--- src/rtl/sipo_deser.sv ---
// Serial-in parallel-out deserialiser with framing, overrun flag and valid/ready output.
// Optional parity frame bit and parity_err output under `SIPO_DESER_PARITY_EN.
module sipo_deser #(
  parameter int WIDTH     = 8,
  parameter bit MSB_FIRST = 1'b1
) (
  input  logic                         clk,
  input  logic                         rst,
  input  logic                         sin,
  input  logic                         sin_en,
  input  logic                         clr,
  output logic [WIDTH-1:0]             pout,
  output logic                         pout_valid,
  input  logic                         pout_ready,
  output logic                         sout,
  output logic [$clog2(WIDTH+1)-1:0]   bit_cnt,
  output logic                         overrun
`ifdef SIPO_DESER_PARITY_EN
  ,
  output logic                         parity_err
`endif
);

  localparam int CW = $clog2(WIDTH+1);
`ifdef SIPO_DESER_PARITY_EN
  localparam int LAST = WIDTH;
`else
  localparam int LAST = WIDTH - 1;
`endif
  localparam logic [CW-1:0] LAST_C = CW'(LAST);

  logic [WIDTH-1:0] sr_q, sr_d;
  logic [WIDTH-1:0] pout_q, pout_d;
  logic             pv_q, pv_d;
  logic             sout_q, sout_d;
  logic [CW-1:0]    cnt_q, cnt_d;
  logic             ovr_q, ovr_d;
`ifdef SIPO_DESER_PARITY_EN
  logic             perr_q, perr_d;
`endif

  logic [WIDTH-1:0] sr_sh;
  logic             sh_out;
  logic             last;
  logic             data_bit;
  logic             done;
  logic [WIDTH-1:0] word;

  always_comb begin
    if (MSB_FIRST) begin
      sr_sh  = {sr_q[WIDTH-2:0], sin};
      sh_out = sr_q[WIDTH-1];
    end else begin
      sr_sh  = {sin, sr_q[WIDTH-1:1]};
      sh_out = sr_q[0];
    end
  end

  assign last = (cnt_q == LAST_C);
  assign done = sin_en && last;

  // The parity bit closes the frame but never enters the shift register.
`ifdef SIPO_DESER_PARITY_EN
  assign data_bit = sin_en && !last;
  assign word     = sr_q;
`else
  assign data_bit = sin_en;
  assign word     = sr_sh;
`endif

  always_comb begin
    sr_d   = sr_q;
    pout_d = pout_q;
    pv_d   = pv_q;
    sout_d = sout_q;
    cnt_d  = cnt_q;
    ovr_d  = ovr_q;
`ifdef SIPO_DESER_PARITY_EN
    perr_d = perr_q;
`endif
    if (clr) begin
      sr_d  = '0;
      cnt_d = '0;
      ovr_d = 1'b0;
    end else begin
      if (pv_q && pout_ready) begin
        pv_d = 1'b0;
      end
      if (data_bit) begin
        sr_d   = sr_sh;
        sout_d = sh_out;
      end
      if (sin_en) begin
        cnt_d = last ? '0 : cnt_q + 1'b1;
      end
      // A full holding register that is not being consumed drops the word.
      if (done) begin
        if (!pv_q || pout_ready) begin
          pout_d = word;
          pv_d   = 1'b1;
`ifdef SIPO_DESER_PARITY_EN
          perr_d = (^word) ^ sin;
`endif
        end else begin
          ovr_d = 1'b1;
        end
      end
    end
  end

  always_ff @(posedge clk) begin
    if (rst) begin
      sr_q   <= '0;
      pout_q <= '0;
      pv_q   <= 1'b0;
      sout_q <= 1'b0;
      cnt_q  <= '0;
      ovr_q  <= 1'b0;
`ifdef SIPO_DESER_PARITY_EN
      perr_q <= 1'b0;
`endif
    end else begin
      sr_q   <= sr_d;
      pout_q <= pout_d;
      pv_q   <= pv_d;
      sout_q <= sout_d;
      cnt_q  <= cnt_d;
      ovr_q  <= ovr_d;
`ifdef SIPO_DESER_PARITY_EN
      perr_q <= perr_d;
`endif
    end
  end

  assign pout       = pout_q;
  assign pout_valid = pv_q;
  assign sout       = sout_q;
  assign bit_cnt    = cnt_q;
  assign overrun    = ovr_q;
`ifdef SIPO_DESER_PARITY_EN
  assign parity_err = perr_q;
`endif

endmodule

--- config.mk ---
export PLATFORM = sky130hd
export DESIGN_NAME = sipo_deser
export DESIGN_NICKNAME = d
export VERILOG_FILES = /design/src/rtl/sipo_deser.sv
export SDC_FILE = /design/constraint.sdc
export NUM_CORES = 1
export LEC_CHECK = 0
export CORE_MARGIN = 10
export CORE_UTILIZATION = 52
export DETAILED_ROUTE_END_ITERATION = 16
export PLACE_DENSITY = 0.82
export SLEW_MARGIN = 15
export SYNTH_ARGS = -nofsm -noshare
export SYNTH_HDL_FRONTEND = slang
export SYNTH_SLANG_ARGS = --single-unit
--- constraint.sdc ---
create_clock -name clk -period 3.9 [get_ports clk]
set_clock_uncertainty 0.15 [all_clocks]
set_input_delay 1.17 -clock clk [delete_from_list [all_inputs] [get_ports clk]]
set_output_delay 1.17 -clock clk [all_outputs]
set_load 0.02 [all_outputs]
Word-level counts from Yosys, hierarchy flattened
Index checks and enable logic that the tools add are counted.

storage, ports and cells
  input bits = 6
  logic and storage cells = 22
  register bits = 23

cells by class
  bitwise gates (word level) = 2
  multiplexer cells = 4
  reduce and logical (&&, ||, !) cells = 8
  add/subtract/negate cells = 1
  equal/unequal tests = 1

operators with widths
  kind                                                  number
  adder 4 x 1 -> 4 bit (second input constant)          1
  equality test 4 x 3 -> 1 bit (second input constant)  1
  two-way mux 4 bit                                     1
  AND reduction 2 bit                                   2
  two-way mux 1 bit                                     3
  AND reduction 3 bit                                   1
  logical AND 1 bit                                     2
  NOT 1 bit                                             2
  OR reduction 2 bit                                    1
  logical NOT 1 bit                                     1
  logical OR 1 bit                                      1

Logic depth before layout (Yosys ltp)
Gate-level depths: netlist of the first run.

  depth after elaboration = 4
  mapped depth = 4
  mapped depth without buffers = 4

Worst setup path after synthesis of the first run
No wires, ideal clock.

  kind = input -> register
  start = input port sin_en
  end = register pout_q[0], in the netlist pout[0]
  data arrival time = 1.926 ns
  path buffers = 0
  cell stages on the path = 3
  path slack = 1.752 ns
  required time = 3.678 ns
  library setup time = 0.072 ns
  cells stage by stage = nand4b_2 -> nor3_4 -> mux2i_1

on the way
  cells in the longest elaborated chain, start to end = 2

RTL lines
  item                           RTL line  text
  from (decl)                    10        input logic sin_en,
  logical AND 1 bit              60        assign done = sin_en && last;
  AND reduction 3 bit (no line)  n/a
  to (signal assigned)           124       pout_q <= pout_d;
  to (decl)                      33        logic [WIDTH-1:0] pout_q, pout_d;

No other way between the ends.
A chain may end at the register's enable or synchronous reset.

Final worst setup path of the first run
  start = register cnt_q[2], in the netlist bit_cnt[2]
  end = output port bit_cnt[2]

RTL lines
  item                    RTL line  text
  from (decl)             36        logic [CW-1:0] cnt_q, cnt_d;
  from (signal assigned)  127       cnt_q <= cnt_d;
  to (decl)               16        output logic [$clog2(WIDTH+1)-1:0] bit_cnt,

No word-level cell between the ends.

==> results of run 1 <==
==> metal layers <==
layer,vias to the layer above,track usage [%]
met3,2,3.58
met5,-,0
met4,0,1.68
li1,352,-
met2,11,15.6
met1,310,11.9
==> registers in the layout, indices dropped and copies added (netlist names) <==
| name | cells |
|---|---|
| bit_cnt | 4 |
| sout | 1 |
| pout_valid | 1 |
| sr_q | 8 |
| overrun | 1 |
| pout | 8 |
==> worst min-delay path by stage <==
stage / from / end / slack [ps] / cells past startpoint
floorplan: sr_q[7] / sr_q[7] / 310 / 2
global placement: overrun / overrun / 280 / 2
detailed placement: overrun / overrun / 290 / 2
CTS: overrun / overrun / 310 / 2
global route: overrun / overrun / 330 / 2
finish: overrun / overrun / 300 / 2
==> metrics by stage <==
step | setup slack (ps) | hold slack (ps)
3_5_place_dp | 865 | 293
5_1_grt | 1090 | 332
4_1_cts | 1170 | 312
2_1_floorplan | 1750 | 310
6_report | 1190 | 305
3_3_place_gp | 901 | 285
==> cell usage after synthesis, drive strengths merged <==
cell type	count
a21oi	3
mux2i	18
nand2b	19
nand4b	1
a2bb2oi	1
ha	1
nand2	2
nor3	1
nor2	12
nand3b	2
nand4	1
buf	1
inv	1
xor2	1
or3	1
clkbuf	3
or2	1
nor2b	2
dfxtp	23
==> area by class of cell <==
class,instances,area [um2]
Clock buffer,3,22.5
Tap cell,25,31.3
Timing Repair Buffer,21,208
Fill cell,158,522
Sequential cell,23,460
Clock inverter,1,5.00
Inverter,1,3.75
Multi-Input combinational cell,66,474
==> cell families (layout without fill, tap and decap cells) <==
| family | after synthesis | count (layout) |
|---|---|---|
| xor gates and xnor gates | 1 | 1 |
| muxes | 18 | 18 |
| buffers and inverters | 5 | 26 |
| and+or+nand+nor | 42 | 42 |
| AOI/OAI and AO/OA | 4 | 4 |
| adders and majority gates | 1 | 1 |
| DFF | 23 | 23 |
==> where the power goes <==
group | leakage [uW] | total, uW | switching (uW) | internal (uW)
clock | 0.0000177 | 104 | 66.2 | 38.1
sequential | 0.000185 | 237 | 1.07 | 236
combinational | 0.000228 | 24.3 | 11.3 | 13.0
total | 0.000431 | 366 | 78.6 | 287
==> worst register-to-register path, cell delays in order (launching register included) <==
cell                       delay (ps)
sky130_fd_sc_hd__dfxtp_1          410
sky130_fd_sc_hd__ha_1             260
sky130_fd_sc_hd__nand4b_2         170
sky130_fd_sc_hd__nor3_4           480
sky130_fd_sc_hd__mux2i_1          260
==> impl_summary.txt, run 1 <==
----------------------------------------------------
[STA]
  Unrepaired setup endpoints after global routing ... no
  Final total negative setup slack ... 0 ps
  Final setup vio count ... 0
  Time the final worst path needs with I/O delays and setup ... 2710 ps
  Max-slew violation count ... 0
  Fmax ... 0.368 GHz
  Slew at the pin with the worst max-slew slack ... 511 ps
  Portion of the clock cycle consumed by the worst path in the final layout ... a little over two thirds
  Worst-case headroom to the max-slew limit ... ~66%
  Final hold violation count ... 0

[Detailed routing]
  Count of vias placed by the detailed router ... 675
  Post-route met1 wirelength ... 887 um
  Uppermost layer routed ... met4
  Total routed wirelength ... 1.84 mm
  Met2 wirelength from detailed routing ... between 800 and 900 um
  Wire length on met3 ... 71 um
  DRC marker count from the first detailed-route iteration ... 16
  Via density per instance ... 4.82
  Detail-routed net length per standard cell ... 13.1 um
  Remaining antenna violation count after routing ... 0
  DRC violations left ... 0
  Number of iterations in the first detailed-routing pass ... 4

[Clock tree]
  H-Tree Depth ... 1
  CTS max path bufs ... 2
  Clock root buffer ... sky130_fd_sc_hd__clkbuf_4
  Number of clock sinks seen by CTS ... 23
  Count of buffers added by post-CTS timing repair for setup ... 0
  Count of cells resized by post-cts repair ... 0
  Number of buffers created by CTS ... 3
  Clock latency at the later pin of the worst-skew pair ... 290 ps
  Quantity of hold-fixing buffers added after cts ... 0
  TritonCTS clock tree ... built
  Clock transition at the registers of the reported paths ... between 100 and 150 ps

[Logic synthesis]
  Number of warnings printed during yosys synthesis ... 0
  Post-synth design cell area ... 955 um2
  Largest area contributor in the synthesized netlist ... sky130_fd_sc_hd__dfxtp_1
  Synthesized-area fraction occupied by ao, oa, aoi and oai cells ... 2.49%
  Area share of xor/xnor cells in the synthesized design ... less than 1%
  Share of synthesized area spent on multiplexers ... 18.9%
  Gate count of the mapped netlist ... 94
  Distinct cell type count of the synthesized netlist ... 19
  Cells taking the most area after synthesis ... sky130_fd_sc_hd__dfxtp_1, sky130_fd_sc_hd__mux2i_1, sky130_fd_sc_hd__nand2b_1
  Area fraction of the dominant cell type after synthesis ... 48.2%
  Number of register bits inferred by synthesis ... 23
  Area fraction in and, or, nand and nor cells after synthesis ... 26.1%
  Post-synthesis area per instance ... 10.2 um2
  Part of the Yosys area used for sequential elements ... 48.2%
  Fraction of the mapped netlist area in adder cells ... between 1 and 1.5%
  Net count of the mapped netlist ... 101
  Main combinational cell family by area after synthesis ... simple AND/OR/NAND/NOR gates

[Pwr]
  Power, Total ... 366 uW
  Reported leakage power ... 0.000431 uW
  PD cells ... 303 nW/um2
  Largest voltage drop on the vdd net ... 0.222 mV

[Critical path]
  Crit Reg-Reg Startpoint ... bit_cnt[0]
  Startpoint Class ... flop
  Worst Setup Path Type ... reg -> out
  Capturing element type of the critical path ... primary output
  FF-to-FF End ... pout[6]
  Crit path max-delay cell type ... sky130_fd_sc_hd__clkdlybuf4s50_1
  Buf+Inv Stages, Crit Path ... 1
  Family of cells with the greatest summed delay on the critical path ... buffers and inverters
  Minimum setup slack among reg-to-reg paths ... 2090 ps
  Crit path from ... bit_cnt[2]
  Max Fanout on Critical Path ... 5
  CP max stage delay ... 650 ps
  Data arrival at the endpoint of the critical path ... 1390 ps
  Cell count along the critical path ... 1
  Data required time of the critical path ... 2580 ps
  Cell-by-cell trace of the critical path ... clkdlybuf4s50_1
  Capture point of the worst path ... bit_cnt[2]
  FF-to-FF path depth ... 4

[GRT]
  Initial antenna violation count ... 0
  Global router's overall resource usage ... 9.63%
  Global-route congestion overflow total ... 0
  Via count of the first global-routing pass ... 697
  First-pass GRT wire length ... roughly 3.2 mm
  Maximum number of pins on one net before global-route repair ... 20

[Cells and area]
  Most frequent cells in the layout ... sky130_fd_sc_hd__dfxtp_1, sky130_fd_sc_hd__clkdlybuf4s50_1, sky130_fd_sc_hd__nand2b_1
  Number of nets at the end of the flow ... approximately 120
  Area Growth Syn to Fin ... 26.2%
  Core Util, Final ... 69.8%
  Most common cell after layout, fill and taps aside ... sky130_fd_sc_hd__dfxtp_1
  Antenna diode count ... 0
  Layout cell share with drive strength beyond 1 ... under 10%
  Final design instance area without fill ... ~1200 um2
  Count of placed standard cells in the final layout, fillers left out ... 140

[Placed design]
  Port Buffers ... 20
  Placer Congestion ... 0.668
  Standard cell area after detailed placement ... ~1200 um2
  Placed Instances ... 136
  Post-DP HPWL ... 1.33 mm

[Floorplanning]
  Floorplan row count ... 15
  Initial standard-cell utilization of the core ... 55.3%
  I/O pin total ... 21
  Die width ... 62.8 um
  Overall die height ... 62.8 um
  Floorplan die area ... 3950 um2
  Std-Cell Core Area ... 1730 um2

[Min path]
  Hold/Removal Path Class ... reg -> reg

[Outcome]
  Run status ... finished clean

[Flow run]
  Max-capacitance violation count ... 0

----------------------------------------------------
(Power assumes the default switching activity.)
==> run 2, diff against run 1 <==
--- a/config.mk
+++ b/config.mk
@@ -6,9 +6,9 @@
 export NUM_CORES = 1
 export LEC_CHECK = 0
 export CORE_MARGIN = 10
-export CORE_UTILIZATION = 52
+export CORE_UTILIZATION = 48
 export DETAILED_ROUTE_END_ITERATION = 16
-export PLACE_DENSITY = 0.82
+export PLACE_DENSITY = 0.76
 export SLEW_MARGIN = 15
 export SYNTH_ARGS = -nofsm -noshare
 export SYNTH_HDL_FRONTEND = slang
==> constraint.sdc (replaced) <==
create_clock -name clk -period 2.6 [get_ports clk]
set_clock_uncertainty 0.15 [all_clocks]
set_input_delay 0.78 -clock clk [delete_from_list [all_inputs] [get_ports clk]]
set_output_delay 0.78 -clock clk [all_outputs]
set_load 0.02 [all_outputs]
==> run 2 against run 1 <==
Clock-buffer cell count unchanged. Routed wire length decreased by 6.7%. Largest cell class unchanged. Hold slack improved by 0.99 ps.
==> impl_summary.txt, run 2 (synthesized netlist as in run 1, its figures left out) <==
----------------------------------------------------
[Clock tree]
  Count of cells resized by post-cts repair ... 0
  Quantity of hold-fixing buffers added after cts ... 0
  Clock transition at the registers of the reported paths ... 120 ps
  Number of clock sinks seen by CTS ... 23
  Number of buffers created by CTS ... 3
  Clock latency at the later pin of the worst-skew pair ... 300 ps
  CTS max path bufs ... 2
  TritonCTS clock tree ... built
  Clock root buffer ... sky130_fd_sc_hd__clkbuf_4
  H-Tree Depth ... 1
  Count of buffers added by post-CTS timing repair for setup ... 0

[Critical path]
  Data arrival at the endpoint of the critical path ... 1420 ps
  Capturing element type of the critical path ... primary output
  Startpoint Class ... flop
  Cell-by-cell trace of the critical path ... clkdlybuf4s50_1
  Worst Setup Path Type ... reg -> out
  Max Fanout on Critical Path ... 5
  Buf+Inv Stages, Crit Path ... 1
  Data required time of the critical path ... around 1700 ps
  Family of cells with the greatest summed delay on the critical path ... buffers and inverters
  CP max stage delay ... between 600 and 700 ps
  Crit path max-delay cell type ... sky130_fd_sc_hd__clkdlybuf4s50_1

[Placed design]
  Standard cell area after detailed placement ... 1190 um2
  Port Buffers ... 20
  Post-DP HPWL ... 1.25 mm
  Placer Congestion ... 0.710
  Worst slack at placement ... a little under 300 ps

[Pwr]
  Reported leakage power ... 0.000441 uW
  PD cells ... 453 nW/um2
  Power, Total ... between 500 and 600 uW
  Clock share of power ... between 20% and 30%
  Largest voltage drop on the vdd net ... between 0.2 and 0.3 mV
  P_sw ... 123 uW
  Register share of total power ... 64.2%
  Sw frac ... 22.1%
  Combinational share of power ... about 6.7%
  P_int ... around 430 uW

[GRT]
  Global router's overall resource usage ... about 8.6%
  First-pass GRT wire length ... 3.02 mm
  Via count of the first global-routing pass ... 677
  Initial antenna violation count ... 0
  Maximum number of pins on one net before global-route repair ... 19
  Global-route congestion overflow total ... 0

[Cells and area]
  Most common cell after layout, fill and taps aside ... sky130_fd_sc_hd__dfxtp_1
  Final design instance area without fill ... 1220 um2
  Antenna diode count ... 0
  Area used by multi-input combinational logic ... 474 um2
  Most frequent cells in the layout ... sky130_fd_sc_hd__dfxtp_1, sky130_fd_sc_hd__clkdlybuf4s50_1, sky130_fd_sc_hd__nand2b_1
  Fill count ... 176
  Area Growth Syn to Fin ... 28.0%
  Combined flip-flop and latch cell area ... 460 um2
  Layout cell share with drive strength beyond 1 ... 7.69%
  Number of nets at the end of the flow ... about 130

[Detailed routing]
  Number of iterations in the first detailed-routing pass ... 4
  DRC marker count from the first detailed-route iteration ... 10
  DRC violations left ... 0
  Count of vias placed by the detailed router ... 670
  Via density per instance ... 4.65
  Total routed wirelength ... roughly 1.7 mm
  Detail-routed net length per standard cell ... 11.9 um
  Remaining antenna violation count after routing ... 0

[Min path]
  Hold/Removal Path Class ... reg -> reg

[Floorplanning]
  Floorplan row count ... 16
  Std-Cell Core Area ... 1920 um2
  I/O pin total ... 21
  Floorplan die area ... 4170 um2
  Overall die height ... 64.6 um
  Initial standard-cell utilization of the core ... between 40% and 50%
  Die width ... 64.6 um

[STA]
  Worst-case headroom to the max-slew limit ... 71.9%
  Unrepaired setup endpoints after global routing ... no
  Fmax ... 0.425 GHz
  Final hold violation count ... 0
  Final total negative setup slack ... 0 ps
  Max-slew violation count ... 0
  Worst setup margin ... 249 ps
  Time the final worst path needs with I/O delays and setup ... 2350 ps
  Portion of the clock cycle consumed by the worst path in the final layout ... 90.4%
  Slew at the pin with the worst max-slew slack ... 421 ps
  Final setup vio count ... 0

[Flow run]
  Max-capacitance violation count ... 0

[Outcome]
  Run status ... finished clean

----------------------------------------------------
## run 2: cell count changes in the layout (fill, tap and decap cells not counted)
cell | previous run | this run
sky130_fd_sc_hd__buf_4 | 1 | 3
## run 2: layout make-up
cell class	instances	area share, %
flip-flops and latches	23	37.7
well taps	27	2.76
clock inverters	1	0.409
repair buffers	23	18.2
inverters	1	0.307
clock buffers	3	1.84
multi-input cells	66	38.8
## run 2: per-layer routing
layer / wire length (um) / global-route usage, % / part of all wire [%] / up-vias
li1: - / - / - / 357
met1: 814 / 10.3 / 48 / 300
met2: 788 / 13.8 / 46 / 11
met3: 100 / 3.44 / 5.8 / 2
met4: 9 / 2.41 / 0.53 / 0
met5: 0 / 0 / 0 / -
## run 2: stage by stage
step / hold slack (ps) / utilization (%) / cells
detailed placement: 289 / 62.2 / 140
finish: 306 / 63.6 / 144
global route: 325 / 63.6 / 144
global placement: 283 / 62.2 / 140
floorplan: 310 / - / 94
CTS: 307 / 63.6 / 144
## run 2: path summary, 6_finish.rpt
path              startpoint    endpoint  slack (ps)  cells after the start
setup / recovery  bit_cnt[2]  bit_cnt[2]         250                      1
hold / removal       overrun     overrun         310                      2
setup reg to reg  bit_cnt[0]     pout[5]         970                      5
hold reg to reg      overrun     overrun         310                      2
## run 2: power by group through the flow
stage / clock, uW / combinational (uW) / sequential [uW]
floorplan: 0 / 20.7 / 364
global placement: 0 / 37.1 / 363
detailed placement: 0 / 37.6 / 363
CTS: 170 / 37.9 / 356
global route: 179 / 40.4 / 356
finish: 161 / 37.3 / 356
==> run 3, diff against run 2 <==
--- a/config.mk
+++ b/config.mk
@@ -5,6 +5,7 @@
 export SDC_FILE = /design/constraint.sdc
 export NUM_CORES = 1
 export LEC_CHECK = 0
+export CORE_ASPECT_RATIO = 0.75
 export CORE_MARGIN = 10
 export CORE_UTILIZATION = 48
 export DETAILED_ROUTE_END_ITERATION = 16
==> run 3 against run 2 <==
Non-clock buffer count did not move. Critical endpoint unchanged. First-iteration DRC count rose to 3.4 times the previous value. Die area rose by 0.44%. Hold slack improved by 6.9 ps. Maximum frequency rose by 1.2%. Global-route usage rose by 0.68 points. Setup slack improved by 28 ps. Flip-flop and latch count did not move. Critical path depth did not move. Critical path type unchanged. Largest power group unchanged.
==> impl_summary.txt, run 3 (synthesized netlist as in run 1, its figures left out) <==
----------------------------------------------------
[Outcome]
  Run status ... finished clean

[GRT]
  Global router's overall resource usage ... 9.25%
  Global-route congestion overflow total ... 0
  Maximum number of pins on one net before global-route repair ... 19
  Initial antenna violation count ... 0
  First-pass GRT wire length ... roughly 3.2 mm
  Via count of the first global-routing pass ... 691

[Critical path]
  FF-to-FF End ... pout[4]
  Capture point of the worst path ... bit_cnt[2]
  Data required time of the critical path ... 1670 ps
  Cell-by-cell trace of the critical path ... clkdlybuf4s50_1
  Data arrival at the endpoint of the critical path ... 1390 ps
  Cell count along the critical path ... 1
  Minimum setup slack among reg-to-reg paths ... approximately 950 ps
  Buf+Inv Stages, Crit Path ... 1
  Startpoint Class ... flop
  Crit path from ... bit_cnt[2]
  CP max stage delay ... between 600 and 700 ps
  FF-to-FF path depth ... 5
  Worst Setup Path Type ... reg -> out
  Crit path max-delay cell type ... sky130_fd_sc_hd__clkdlybuf4s50_1
  Crit Reg-Reg Startpoint ... bit_cnt[0]
  Capturing element type of the critical path ... primary output
  Family of cells with the greatest summed delay on the critical path ... buffers and inverters
  Max Fanout on Critical Path ... 5

[STA]
  Final setup vio count ... 0
  Slew at the pin with the worst max-slew slack ... 461 ps
  Unrepaired setup endpoints after global routing ... no
  Worst setup margin ... roughly 280 ps
  Portion of the clock cycle consumed by the worst path in the final layout ... 89.3%
  Time the final worst path needs with I/O delays and setup ... 2320 ps
  Final total negative setup slack ... 0 ps
  Fmax ... about 0.43 GHz
  Max-slew violation count ... 0
  Final hold violation count ... 0
  Worst-case headroom to the max-slew limit ... 69.2%

[Detailed routing]
  Via density per instance ... 4.92
  Remaining antenna violation count after routing ... 0
  Detail-routed net length per standard cell ... 13.2 um
  DRC violations left ... 0
  Count of vias placed by the detailed router ... 684
  DRC marker count from the first detailed-route iteration ... 34
  Total routed wirelength ... 1.83 mm
  Number of iterations in the first detailed-routing pass ... 4

[Cells and area]
  Number of nets at the end of the flow ... 125
  Most common cell after layout, fill and taps aside ... sky130_fd_sc_hd__dfxtp_1
  Count of placed standard cells in the final layout, fillers left out ... 139
  Area Growth Syn to Fin ... 27.4%
  Antenna diode count ... 0
  Layout cell share with drive strength beyond 1 ... around 7.7%
  Core Util, Final ... 67.4%
  Most frequent cells in the layout ... sky130_fd_sc_hd__dfxtp_1, sky130_fd_sc_hd__clkdlybuf4s50_1, sky130_fd_sc_hd__nand2b_1

[Floorplanning]
  Floorplan die area ... 4190 um2
  Overall die height ... 58.6 um
  Std-Cell Core Area ... 1810 um2
  Floorplan row count ... 13
  I/O pin total ... 21
  Initial standard-cell utilization of the core ... 52.9%
  Die width ... 71.5 um

[Clock tree]
  Clock latency at the later pin of the worst-skew pair ... 300 ps
  Quantity of hold-fixing buffers added after cts ... 0
  Count of cells resized by post-cts repair ... 0
  Number of buffers created by CTS ... 3
  Clock root buffer ... sky130_fd_sc_hd__clkbuf_4
  Number of clock sinks seen by CTS ... 23
  CTS max path bufs ... 2
  H-Tree Depth ... 1
  Clock transition at the registers of the reported paths ... 120 ps
  TritonCTS clock tree ... built
  Count of buffers added by post-CTS timing repair for setup ... 0

[Placed design]
  Placed Instances ... 135
  Port Buffers ... 20
  Worst slack at placement ... 302 ps
  Post-DP HPWL ... 1.43 mm
  Placer Congestion ... 0.725

[Pwr]
  Power, Total ... around 550 uW
  Largest voltage drop on the vdd net ... 0.284 mV
  Reported leakage power ... 0.000441 uW
  PD cells ... 454 nW/um2

[Min path]
  Hold/Removal Path Class ... reg -> reg

[Flow run]
  Max-capacitance violation count ... 0

----------------------------------------------------
## run 3: cell counts in the layout (fill, tap and decap cells not counted)
Identical to the previous run, type by type.
## run 3: worst min path at each step
stage / start / end / slack (ps) / cells past startpoint
after floorplan: sr_q[7] / sr_q[7] / 310 / 2
after global placement: overrun / overrun / 280 / 2
after detailed placement: overrun / overrun / 300 / 2
after CTS: overrun / overrun / 320 / 2
after global routing: overrun / overrun / 330 / 2
final: overrun / overrun / 310 / 2
## run 3: per-layer routing
layer  vias up  part of all wire [%]  routed length, um  GRT usage (%)
met3         2                   7.1                131           5.36
li1        360                     -                  -              -
met1       308                    46                850           10.3
met2        14                    46                835           14.8
met4         0                  0.87                 16           2.48
met5         -                     0                  0              0
## run 3: layout make-up
class | count | area (um2)
clock buffer | 3 | 22.5
clock inverter | 1 | 5.00
fill | 150 | 589
inverter | 1 | 3.75
multi-input combinational | 66 | 474
sequential | 23 | 460
tap | 22 | 27.5
timing repair buffer | 23 | 223
## run 3: power by group
part           total (uW)  internal (uW)  switching (uW)
logic                37.7           20.4            17.3
clock network         159           57.4             101
registers             356            354            1.62
total                 552            432             120
## run 3: per-stage QoR
stage / instance area [um2] / hold slack (ps)
floorplan: 955 / 310
global placement: 1190 / 282
detailed placement: 1190 / 299
CTS: 1220 / 318
global route: 1220 / 334
finish: 1220 / 313
==> patch 1: new RTL, flow settings as in run 3 <==
Make the reset (`rst`) asynchronous in one clocked block.
--- a/src/rtl/sipo_deser.sv
+++ b/src/rtl/sipo_deser.sv
@@ -108,7 +108,7 @@
     end
   end
 
-  always_ff @(posedge clk) begin
+  always_ff @(posedge clk or posedge rst) begin
     if (rst) begin
       sr_q   <= '0;
       pout_q <= '0;
Behaviour: differs if rst is asserted again (counterexample within 4 cycles, from zero or initial values and one cycle with rst high); with rst held inactive, the same outputs for 10 cycles.
==> patch 1 against run 3 <==
Total power is 8.0% higher; largest cell class is now flip-flops and latches; maximum frequency is 0.81% lower; routed wire length grew 0.82%; hold slack improved by 55 ps; critical path depth is the same; setup slack worse by 19 ps; via count is 6.0% lower; synthesized cell count fell by 20%; utilization rose by 0.69 points; area after synthesis increased by 0.26%; design area rose by 1.0%; sequential cell count did not move.
==> patch 1: results (changes against run 3) <==
Yosys
  • Post-synth ARST share: 1.000 (+1.000)
  • XOR/XNOR share of the synthesized area: 0.009150 (-0.00002399)
  • Mux cell area share after synthesis: 0.2000 (+0.01127)
  • Synth area leaders: dfrtp_1 (60%), mux2_2 (11%), mux2i_1 (9.4%)
  • Net count after synthesis: 82 (-19%)
  • Post-synth top cells: dfrtp_1 (23), nor2_1 (11), mux2_2 (9), mux2i_1 (9), a21oi_1 (4)
  • Count leader, synth: dfrtp_1
  • Compound-Gate Fraction of Synth Area: 0.02092 (-0.003987)
  • Post-synthesis sequential area ratio: 0.6013 (+0.1190)
  • Synthesized area per cell: 12.76 µm² (+26%)
  • Synth Area in Adders: 0.01307 (-0.00003426)
  • Unique masters post-synth: 19 (unchanged)

Hold path
  • HP Start: sr_q[7]
  • WHS Path Cells: 1 (-1)
  • Worst Hold End: sout
  • Worst hold path type: flip-flop to flip-flop

Clocking
  • Setup Fix Bufs, Post-CTS: 0 (unchanged)
  • H-tree lvl count: 1 (unchanged)
  • Skew-Pair Late Insertion Delay: 320 ps (+20 ps)

Power and ir drop
  • Switching part of the total: 0.2462 (+0.02839)
  • Leak: 0.0005920 µW (+34%)
  • VDD IR max: 418.8 µV (+47%)

Routing
  • WL/cell: 15.16 µm (+15%)
  • DRC violations left: 0 (unchanged)
  • Vias: 643 (-6.0%)
  • Initial DRT Pass Iterations: 2 (-2)
  • 1st-iter DRT viols: 36 (+5.9%)
  • Routed wire length: 1.849 mm (+0.82%)

Finish
  • Layout Nets: 108 (-14%)
  • N_diodes: 0 (unchanged)
  • Layout cells sized above 1: 0.1700 (+0.09308)

Worst setup path
  • Critical R2R Capture: pout[6]
  • R2r setup slk: 740 ps (-210 ps)
  • Critical path arrival: 1410 ps (+20 ps)
  • Worst Setup SP: bit_cnt[2]
  • Reg2Reg Launch Point: bit_cnt[0]
  • Crit path to: bit_cnt[2]

GRT
  • Largest net degree at the start of global routing: 24 (+5)
  • Global-route usage over all layers: 0.09748 (+0.005001)
  • Number of global-route vias before repair: 651 (-5.8%)
  • First-pass GRT wire length: 3.187 mm (+0.22%)

Placement
  • Placed instance area: 1202 µm² (+1.2%)
  • DP Worst Slack: 105.0 ps (-196.8 ps)
  • Gpl congestion: 0.7728 (+6.6%)
  • Dpl hpwl: 1.319 mm (-7.6%)
  • Placed cells: 118 (-13%)

Timing
  • Hold WS: 367.6 ps (+54.88 ps)
  • Slew HR: 0.7807 (+0.08832)
  • Setup ws final: 258.1 ps (-19.06 ps)

Status
  • Status: finished, final reports clean
-- patch 1: cell count changes in the layout (fill, tap and decap cells not counted), sizes merged, moves of 9 or more --
cell / delta
mux2i: -9
mux2: +9
nand2b: -18
dfxtp: -23
dfrtp: +23
-- patch 1: layer usage --
layer | vias up | routed length [µm] | track usage
met5 | - | 0 | 0
met4 | 0 | 32 | 0.04132
met3 | 5 | 164 | 0.05863
met2 | 16 | 761 | 0.1432
met1 | 314 | 890 | 0.1122
li1 | 308 | - | -
-- patch 1: power groups by stage --
stage,sequential [µW],combinational [µW],clock (µW)
2_1_floorplan,380,27.0,0
3_3_place_gp,375,56.5,0
3_5_place_dp,376,57.1,0
4_1_cts,369,57.4,176
5_1_grt,370,62.4,192
6_report,368,56.1,172
-- patch 1: cell type report --
type / count / area, µm²
repair buffers: 24 / 230.2
inverters: 2 / 7.507
well taps: 22 / 27.53
fillers: 139 / 576.8
multi-input cells: 47 / 361.6
clock buffers: 4 / 26.28
flip-flops and latches: 23 / 575.6
==> patch 2: new RTL, config.mk and constraints of run 3 <==
Without the edit above. Set the parameter `WIDTH` to 32 (it was 8).
--- a/src/rtl/sipo_deser.sv
+++ b/src/rtl/sipo_deser.sv
@@ -1,7 +1,7 @@
 // Serial-in parallel-out deserialiser with framing, overrun flag and valid/ready output.
 // Optional parity frame bit and parity_err output under `SIPO_DESER_PARITY_EN.
 module sipo_deser #(
-  parameter int WIDTH     = 8,
+  parameter int WIDTH     = 32,
   parameter bit MSB_FIRST = 1'b1
 ) (
   input  logic                         clk,
Interface: changed (resized bit_cnt and pout); port bits go from 21 to 47. The function was not compared with the original's and may differ.
==> patch 2 against run 3 <==
Register-to-register slack lost 280 ps; sequential cell count is 50 higher; final cell count rose to 3.0 times the old value; non-clock buffer count is 28 higher; routed wire length increased to 3.1 times the old value; area after synthesis increased to 3.1 times the old value; total power grew to 3.9 times the old value; clock power rose to 6.1 times the old value; design area rose to 3.1 times the old value; critical path depth stayed put; count of clock-buffer cells in the layout up 8; utilization is 4.5 points lower; setup slack got worse by 100 ps.
==> patch 2: results (changes against run 3) <==
Yosys
  • Synthesized area per cell: 10.36 µm² (+2.0%)
  • Post-synth ARST share: 0 (unchanged)
  • Post-synthesis sequential area ratio: 0.4914 (+0.009069)
  • Unique masters post-synth: 25 (+6)
  • Net count after synthesis: 294 (+190%)
  • Synth area leaders: dfxtp_1 (49%), mux2i_1 (22%), nand2b_1 (14%)
  • Post-synth top cells: dfxtp_1 (73), mux2i_1 (66), nand2b_1 (65)

Status
  • Status: finished, final reports clean

Clocking
  • Clock transition at path regs: 80 ps (-40 ps)
  • Post_cts resized: 0 (unchanged)
  • Skew-Pair Late Insertion Delay: 330 ps (+30 ps)
  • H-tree lvl count: 3 (+2)
  • Total CTS buffers: 9 (+6)
  • Setup Fix Bufs, Post-CTS: 0 (unchanged)
  • Clock Root Buffer: clkbuf_8

Power and ir drop
  • VDD IR max: 273.1 µV (-3.9%)
  • Leak: 0.001322 µW (+200%)

Worst setup path
  • Crit-path max FO: 6 (+1)
  • Reg2Reg Launch Point: bit_cnt[0]
  • Worst Setup SP: bit_cnt[2]
  • Critical path arrival: 1500 ps (+110 ps)
  • Crit path largest cell delay: 670 ps (+30 ps)

Routing
  • DRC violations left: 0 (unchanged)
  • WL met2: 2.591 mm (+210%)
  • 1st-iter DRT viols: 71 (+110%)
  • Met3 WL: 378 µm (+190%)
  • WL/cell: 13.56 µm (+2.7%)
  • Via density: 4.836 (-1.7%)
  • Metal-1 WL: 2.626 mm (+210%)
  • Routed wire length: 5.612 mm (+210%)

Hold path
  • Worst hold path type: flip-flop to flip-flop
  • HP Start: overrun

GRT
  • Initial antenna violation count: 0 (unchanged)
  • Global-route usage over all layers: 0.1147 (+0.02219)
  • Number of global-route vias before repair: 1973 (+190%)
  • Largest net degree at the start of global routing: 67 (+48)
  • First-pass GRT wire length: 9.466 mm (+200%)

Placement
  • Dpl hpwl: 3.628 mm (+150%)
  • I/O Buffers: 46 (+130%)
  • Gpl congestion: 0.7240 (about the same)
  • Placed cells: 398 (+190%)

Finish
  • Layout Nets: 338 (+170%)
  • N_diodes: 0 (unchanged)
  • Layout cells sized above 1: 0.07738 (+0.0004579)

Timing
  • Least-Margin Pin Slew: 483.1 ps (+21.72 ps)
==> patch 2: cell types whose count changed in the layout (fill, tap and decap cells not counted), moves of 3 or more <==
cell / before / now
dfxtp_1: 23 / 73
mux2i_1: 18 / 66
nand2b_1: 19 / 65
clkdlybuf4s50_1: 20 / 45
nor2_1: 12 / 37
clkbuf_8: 0 / 10
clkbuf_4: 3 / 0
o21ai_0: 0 / 3
==> patch 2: worst paths after layout <==
check,to,slack [ps],depth (start not counted)
worst max-delay path,bit_cnt[2],170,1
worst min-delay path,overrun,300,2
worst max register to register,pout[22],670,5
worst min register to register,overrun,300,2
==> patch 2: final cells by class <==
cell class | count | area [µm²]
clock buffer | 11 | 141.4
clock inverter | 5 | 78.83
fill | 491 | 2200
inverter | 3 | 11.26
multi-input combinational | 193 | 1408
sequential | 73 | 1461
tap | 78 | 97.59
timing repair buffer | 51 | 518.0
==> patch 2: metrics by stage <==
step | cell area (µm²) | hold WS [ps] | setup slack [ps]
6_report | 3716 | 299.8 | 174.2
5_1_grt | 3716 | 337.8 | 112.6
4_1_cts | 3716 | 304.5 | 152.3
3_5_place_dp | 3496 | 294.6 | 123.1
3_3_place_gp | 3496 | 287.0 | 158.8
2_1_floorplan | 2974 | 310.1 | 622.8
==> patch 2: logic make-up after synthesis <==
kind of cell    Yosys count  share of synthesized area
buf+inv                  21                    0.03534
fa+ha+maj                 1                   0.004206
flops                    73                     0.4914
xor+xnor                  3                   0.008836
simple gates            115                     0.2162
compound gates            8                    0.02188
mux                      66                     0.2221
==> patch 2: per-layer routing <==
layer  track usage  vias up
met5             0        -
met4       0.03656        0
met3       0.05669        2
met2        0.1843       31
met1        0.1324      941
li1              -     1028
==> patch 2: where the power goes <==
part | leakage (µW) | switching [µW] | internal, µW | total [µW]
clock | 0.000113 | 400 | 565 | 965
combinational | 0.000621 | 43.3 | 40.7 | 84.0
sequential | 0.000588 | 2.08 | 1120 | 1120
==> patch 2: worst min-delay path, cell delays in order (launching register included) <==
cell and delay [ps]:
dfxtp_1 310, inv_1 50, a21oi_1 50
